File: config.mk
export PLATFORM = sky130hd
export DESIGN_NAME = pc_sequencer_flat
export DESIGN_NICKNAME = d
export VERILOG_FILES = /design/src/rtl/pc_sequencer_if.sv /design/src/rtl/pc_sequencer.sv /design/src/flat_wrapper.sv
export SDC_FILE = /design/constraint.sdc
export NUM_CORES = 1
export LEC_CHECK = 0
export ABC_AREA = 1
export BUFFER_PORTS_ARGS = -buffer_cell sky130_fd_sc_hd__buf_2
export CORE_MARGIN = 1.5
export CORE_UTILIZATION = 45
export CTS_CLUSTER_DIAMETER = 40
export CTS_CLUSTER_SIZE = 8
export DETAILED_ROUTE_END_ITERATION = 10
export GPL_TIMING_DRIVEN = 1
export PLACE_DENSITY = 0.7
export SLEW_MARGIN = 20
export SYNTH_ARGS = -nofsm -noshare
export SYNTH_HDL_FRONTEND = slang
export SYNTH_SLANG_ARGS = --single-unit
File: constraint.sdc
create_clock -name clock -period 3.5 [get_ports clock]
set_clock_uncertainty 0.05 [all_clocks]
set_input_delay 0.35 -clock clock [delete_from_list [all_inputs] [get_ports clock]]
set_output_delay 0.35 -clock clock [all_outputs]
set_load 0.05 [all_outputs]
File: src/rtl/pc_sequencer_if.sv
// Fetch-path bundle between the pipeline front end and the next-PC sequencer.
// The master side drives PC and control requests. The slave side returns the next address and interrupt status.
interface pc_sequencer_if #(
   parameter int DATA_W = 32
);
   logic [1:0]        prog_sel;
   logic [DATA_W-1:0] pc;
   logic              stall;
   logic              branch_taken;
   logic [DATA_W-1:0] branch_target;
   logic              jump;
   logic [DATA_W-1:0] jump_target;
   logic              eret;
   logic              halt;
   logic              interrupt;
   logic              int_mask;
   logic [DATA_W-1:0] next_address;
   logic [DATA_W-1:0] epc;
   logic              in_isr;
   logic              halted;
   logic              irq_ack;
   logic [1:0]        seq_state;

   modport master (
      output prog_sel, pc, stall, branch_taken, branch_target, jump, jump_target,
             eret, halt, interrupt, int_mask,
      input  next_address, epc, in_isr, halted, irq_ack, seq_state
   );

   modport slave (
      input  prog_sel, pc, stall, branch_taken, branch_target, jump, jump_target,
             eret, halt, interrupt, int_mask,
      output next_address, epc, in_isr, halted, irq_ack, seq_state
   );
endinterface

File: src/rtl/pc_sequencer.sv
// Next-PC controller for the fetch path. It selects the program counter's load address each cycle.
// It also owns interrupt entry/return sequencing, the EPC register and the reset program vector.
module pc_sequencer #(
   parameter int DATA_W     = 32,
   parameter int PC_STEP    = 1,
   parameter int PROG0_BASE = 0,
   parameter int PROG1_BASE = 15,
   parameter int PROG2_BASE = 30,
   parameter int IRQ_VECTOR = 60
) (
   input  logic           clock,
   input  logic           reset,
   pc_sequencer_if.slave  bus
);
   typedef enum logic [1:0] {
      RUN  = 2'b00,
      ISR  = 2'b01,
      HALT = 2'b10
   } state_t;

   localparam logic [DATA_W-1:0] STEP = DATA_W'(PC_STEP);
   localparam logic [DATA_W-1:0] VEC  = DATA_W'(IRQ_VECTOR);

   state_t            state, next_state;
   logic              irq_pending;
   logic              interrupt_d;
   logic [DATA_W-1:0] epc_r;
   logic              irq_ack_r;

   logic              rise;
   logic              take;
   logic [DATA_W-1:0] norm;
   logic [DATA_W-1:0] nxt;
   logic [DATA_W-1:0] epc_val;

   function automatic logic [DATA_W-1:0] pc_inc(input logic [DATA_W-1:0] p);
      return p + STEP;
   endfunction

   // prog_sel 10 deliberately aliases program 0
   function automatic logic [DATA_W-1:0] reset_base(input logic [1:0] sel);
      case (sel)
         2'b01:   return DATA_W'(PROG1_BASE);
         2'b11:   return DATA_W'(PROG2_BASE);
         default: return DATA_W'(PROG0_BASE);
      endcase
   endfunction

   assign rise = bus.interrupt & ~interrupt_d;
   assign norm = bus.jump         ? bus.jump_target   :
                 bus.branch_taken ? bus.branch_target :
                 bus.stall        ? bus.pc            : pc_inc(bus.pc);

   always_comb begin
      next_state = state;
      nxt        = norm;
      take       = 1'b0;
      epc_val    = norm;
      if (reset) begin
         nxt = reset_base(bus.prog_sel);
      end else begin
         case (state)
            RUN: begin
               if (bus.halt) begin
                  nxt        = bus.pc;
                  next_state = HALT;
               end else if (irq_pending & ~bus.int_mask & ~bus.stall) begin
                  nxt        = VEC;
                  take       = 1'b1;
                  next_state = ISR;
               end
            end
            ISR: begin
               if (bus.halt) begin
                  nxt        = bus.pc;
                  next_state = HALT;
               end else if (bus.eret & ~bus.stall) begin
                  nxt        = epc_r;
                  next_state = RUN;
               end else if (bus.eret) begin
                  nxt = bus.pc;
               end
            end
            HALT: begin
               nxt = bus.pc;
               if (irq_pending & ~bus.int_mask) begin
                  nxt        = VEC;
                  epc_val    = pc_inc(bus.pc);
                  take       = 1'b1;
                  next_state = ISR;
               end
            end
            default: next_state = RUN;
         endcase
      end
   end

   // a rise landing in the take cycle keeps a fresh request pending
   always_ff @(posedge clock) begin
      if (reset) begin
         state       <= RUN;
         irq_pending <= 1'b0;
         interrupt_d <= 1'b0;
         epc_r       <= '0;
         irq_ack_r   <= 1'b0;
      end else begin
         state       <= next_state;
         interrupt_d <= bus.interrupt;
         irq_pending <= rise | (irq_pending & ~take);
         irq_ack_r   <= take;
         if (take) epc_r <= epc_val;
      end
   end

   assign bus.next_address = nxt;
   assign bus.epc          = epc_r;
   assign bus.irq_ack      = irq_ack_r;
   assign bus.in_isr       = (state == ISR);
   assign bus.halted       = (state == HALT);
   assign bus.seq_state    = state;
endmodule

File: src/flat_wrapper.sv
// flat-port wrapper written by rule: the top's interface ports become plain ports
module pc_sequencer_flat 
#(
   parameter int DATA_W     = 32,
   parameter int PC_STEP    = 1,
   parameter int PROG0_BASE = 0,
   parameter int PROG1_BASE = 15,
   parameter int PROG2_BASE = 30,
   parameter int IRQ_VECTOR = 60
)
  (clock, reset, bus_prog_sel, bus_pc, bus_stall, bus_branch_taken, bus_branch_target, bus_jump, bus_jump_target, bus_eret, bus_halt, bus_interrupt, bus_int_mask, bus_next_address, bus_epc, bus_in_isr, bus_halted, bus_irq_ack, bus_seq_state);
  pc_sequencer_if #(.DATA_W(DATA_W)) bus_i ();
  input  logic clock;
  input  logic reset;
  input wire logic [$bits(bus_i.prog_sel)-1:0] bus_prog_sel;
  input wire logic [$bits(bus_i.pc)-1:0] bus_pc;
  input wire logic [$bits(bus_i.stall)-1:0] bus_stall;
  input wire logic [$bits(bus_i.branch_taken)-1:0] bus_branch_taken;
  input wire logic [$bits(bus_i.branch_target)-1:0] bus_branch_target;
  input wire logic [$bits(bus_i.jump)-1:0] bus_jump;
  input wire logic [$bits(bus_i.jump_target)-1:0] bus_jump_target;
  input wire logic [$bits(bus_i.eret)-1:0] bus_eret;
  input wire logic [$bits(bus_i.halt)-1:0] bus_halt;
  input wire logic [$bits(bus_i.interrupt)-1:0] bus_interrupt;
  input wire logic [$bits(bus_i.int_mask)-1:0] bus_int_mask;
  output wire logic [$bits(bus_i.next_address)-1:0] bus_next_address;
  output wire logic [$bits(bus_i.epc)-1:0] bus_epc;
  output wire logic [$bits(bus_i.in_isr)-1:0] bus_in_isr;
  output wire logic [$bits(bus_i.halted)-1:0] bus_halted;
  output wire logic [$bits(bus_i.irq_ack)-1:0] bus_irq_ack;
  output wire logic [$bits(bus_i.seq_state)-1:0] bus_seq_state;
  assign bus_i.prog_sel = bus_prog_sel;
  assign bus_i.pc = bus_pc;
  assign bus_i.stall = bus_stall;
  assign bus_i.branch_taken = bus_branch_taken;
  assign bus_i.branch_target = bus_branch_target;
  assign bus_i.jump = bus_jump;
  assign bus_i.jump_target = bus_jump_target;
  assign bus_i.eret = bus_eret;
  assign bus_i.halt = bus_halt;
  assign bus_i.interrupt = bus_interrupt;
  assign bus_i.int_mask = bus_int_mask;
  assign bus_next_address = bus_i.next_address;
  assign bus_epc = bus_i.epc;
  assign bus_in_isr = bus_i.in_isr;
  assign bus_halted = bus_i.halted;
  assign bus_irq_ack = bus_i.irq_ack;
  assign bus_seq_state = bus_i.seq_state;
  pc_sequencer #(.DATA_W(DATA_W), .PC_STEP(PC_STEP), .PROG0_BASE(PROG0_BASE), .PROG1_BASE(PROG1_BASE), .PROG2_BASE(PROG2_BASE), .IRQ_VECTOR(IRQ_VECTOR)) u_core (.clock(clock), .reset(reset), .bus(bus_i));
endmodule
==> results.md <==
* Status: complete, no violations
* Num Clock Sinks at 37
* Reg2Reg Launch Point: u_core.bus.seq_state[1]
* Starting density of the core at 0.4669
* Mapped cell area at between 6000 and 7000 sq um
* Num CTS Buffers at 5
* Crit path launch type: input port
* Max Clock Freq at ~340 MHz
* Most common cell after layout, fill and taps aside: nand2_1
* Count of cell types in the netlist at 32
* Die Ht at between 100 and 150 um
* Cells after synthesis at 1,286
* Largest net degree at the start of global routing at 63
* Hold depth at 3
* Hold Buf Count CTS at 0
* Final Core Density at 0.5504
* DRT Pass-1 Iters at 6
* Core footprint at roughly 13,000 sq um
* Arrival time of the worst setup path at ~2.5 ns
* Sequential area share after synthesis at 0.1179
* Max Slew Vio Count at 0
* CP max FO at 6
* Synth Register Bits at 37
* Worst setup path start: bus_pc[0]
* LEAKAGE at around 4.0 nW
* Reg2reg setup slack at around 1.3 ns
* Reg2Reg Depth at 8
* P per Cell Area at 250.9 nW/um^2
* GRT overflow at 0
* Worst EP required at 3.10 ns
* Top post-synthesis cells by area: nand2_1 24%, nor2_1 13%, dfxtp_1 12%
* Clock buffer depth at 2
* DRC viols at 0
* # nets final at between 1,500 and 2,000
* Synth Warn # at 0
* Avg Synthesized Cell Area at 4.884 sq um
* Clock root cell: clkbuf_16
* Hold-critical path endpoint: u_core.interrupt_d
* Synth top area share at 0.2396
* Die width at around 120 um
* Max VDD drop at 0.2055 mV
* Crit end category: output pin
* Relative slew slack at 0.4919
* Initial antenna violation count at 0
* Tcrit/Tclk final at 0.8292
* RR Endpoint: u_core.bus.epc[18]
* Synth Net Count at ~1,400
* Critical path class: input port to output pin
* H-Tree Depth at 2
* Routed Antenna Nets at 0
* Vias/cell at approximately 5.5
* Routed vias at ~8,800
* DRT iter0 DRCs at around 870
* Cell row count at 42
* Wire per inst at between 15 and 20 um
* Commonest non-fill, non-tap cells in the layout: 401 x nand2_1, 211 x nor2_1, 175 x buf_2, 144 x a21oi_1, 110 x nand3_1
* Setup Buffers After CTS at 0
* Setup TNS at 0 ns
* First-pass GRT wire length at between 30 and 40 mm
* Worst Max-Slew Pin Slew at approximately 0.76 ns
* RSZ-0062 raised after global routing: no
* Post_cts resized at 0
* Synth-to-Final Area Change at 17.89%
* CTS tree: done
* WL final at around 24 mm
* Final Hold Vio Count at 0
* Worst-Skew Late Latency at about 0.29 ns
* Final worst path period need at 2.902 ns
* Final setup viols at 0
* I/O Buffers at between 150 and 200
* Layout cells sized above 1 at 0.1839
* Reg clk slew, reported paths at ~0.060 ns
* DIE AREA at around 15,000 sq um
* Max Cap Viol at 0
* Worst hold path class: input port to flop
* Antenna diode count at 0
* Total Power at 1.858 mW
* Vias in the first global route at ~7,800
* GRT Total Usage at 0.3283
* Detail Placement HPWL at between 15 and 20 mm
* IO Pins at about 180
* GP Congestion at ~0.96
* Yosys top cell by area: nand2_1
* HP Start: bus_interrupt
[report_power, final]
| group | total (mW) | internal, mW | switching (mW) |
|---|---|---|---|
| registers | 0.441 | 0.431 | 0.00972 |
| logic | 0.952 | 0.284 | 0.669 |
| clock network | 0.465 | 0.262 | 0.203 |
| total | 1.86 | 0.977 | 0.881 |
[per-stage QoR]
| step | std cells | area (sq um) | hold WS (ns) | worst slack (ns) |
|---|---|---|---|---|
| CTS | 1590 | 7405 | 0.2321 | 0.6318 |
| detailed placement | 1582 | 7262 | 0.4188 | 0.6262 |
| global placement | 1582 | 7262 | 0.4183 | 0.7478 |
| floorplan | 1286 | 6281 | 0.4249 | 0.2474 |
| global route | 1590 | 7405 | 0.2411 | 0.3798 |
| finish | 1590 | 7405 | 0.2263 | 0.5977 |
[metal layers]
metal  vias up  part of all wire  track usage
met5         -                 0            0
met4         0             0.023       0.1250
met3        43             0.090      0.03383
met2       434              0.45       0.5256
met1      3891              0.44       0.4535
li1       4382                 -            -
[critical path, stage by stage]
cell and delay, ns:
buf_2 0.15, ha_1 0.28, nand2_1 0.10, nor2_1 0.13, nand2_1 0.21, nor2_2 0.20, nand3_1 0.11, nand3_1 0.10
nand2_1 0.08, a21boi_2 0.17, nand2_1 0.08, nand2_1 0.07, nand2_1 0.05, nand3_1 0.06, nand2_1 0.06, inv_1 0.04
buf_2 0.25
[flip-flops by register name, indices dropped and copies added (netlist names)]
name and count:
u_core.irq_pending 1, u_core.interrupt_d 1, u_core.bus.epc 32, u_core.bus.seq_state 2, u_core.bus.irq_ack 1
[cells in the mapped netlist (all sizes together)]
cell    count
nand2     402
nor2      224
a21oi     145
nand3     110
inv       105
o21ai      87
clkbuf     50
dfxtp      37
or2        30
buf        27
a21boi     23
o211ai     13
xor2       13
o21bai      6
o31ai       4
a31oi       3
clkinv      2
a211oi      1
a22oi       1
ha          1
nor3        1
o22ai       1
[cell families (layout without fill, tap and decap cells)]
| family | count (synthesis) | in the layout | synth area share |
|---|---|---|---|
| XOR/XNOR | 13 | 13 | 0.01813 |
| adder cells (fa/ha/maj) | 1 | 1 | 0.001992 |
| flip-flops | 37 | 37 | 0.1179 |
| buffers and inverters | 184 | 312 | 0.1129 |
| AO/OA/AOI/OAI | 284 | 284 | 0.2474 |
| AND/OR/NAND/NOR | 767 | 767 | 0.5016 |
[area by class of cell]
type	instances	area, sq um
clock buffer	5	125.1
clock inverter	3	17.52
fill	1530	6048
inverter	107	401.6
multi-input combinational	1065	4833
sequential	37	740.7
tap	176	220.2
timing repair buffer	197	1066
[worst max path at each step]
| stage | to | slack, ns | depth (start not counted) |
|---|---|---|---|
| 2_1_floorplan | bus_next_address[5] | 0.25 | 7 |
| 3_3_place_gp | bus_next_address[20] | 0.75 | 17 |
| 3_5_place_dp | bus_next_address[20] | 0.63 | 17 |
| 4_1_cts | bus_next_address[20] | 0.63 | 17 |
| 5_1_grt | bus_next_address[8] | 0.38 | 16 |
| 6_report | bus_next_address[20] | 0.60 | 17 |
Power figures use the tool's default switching activity.
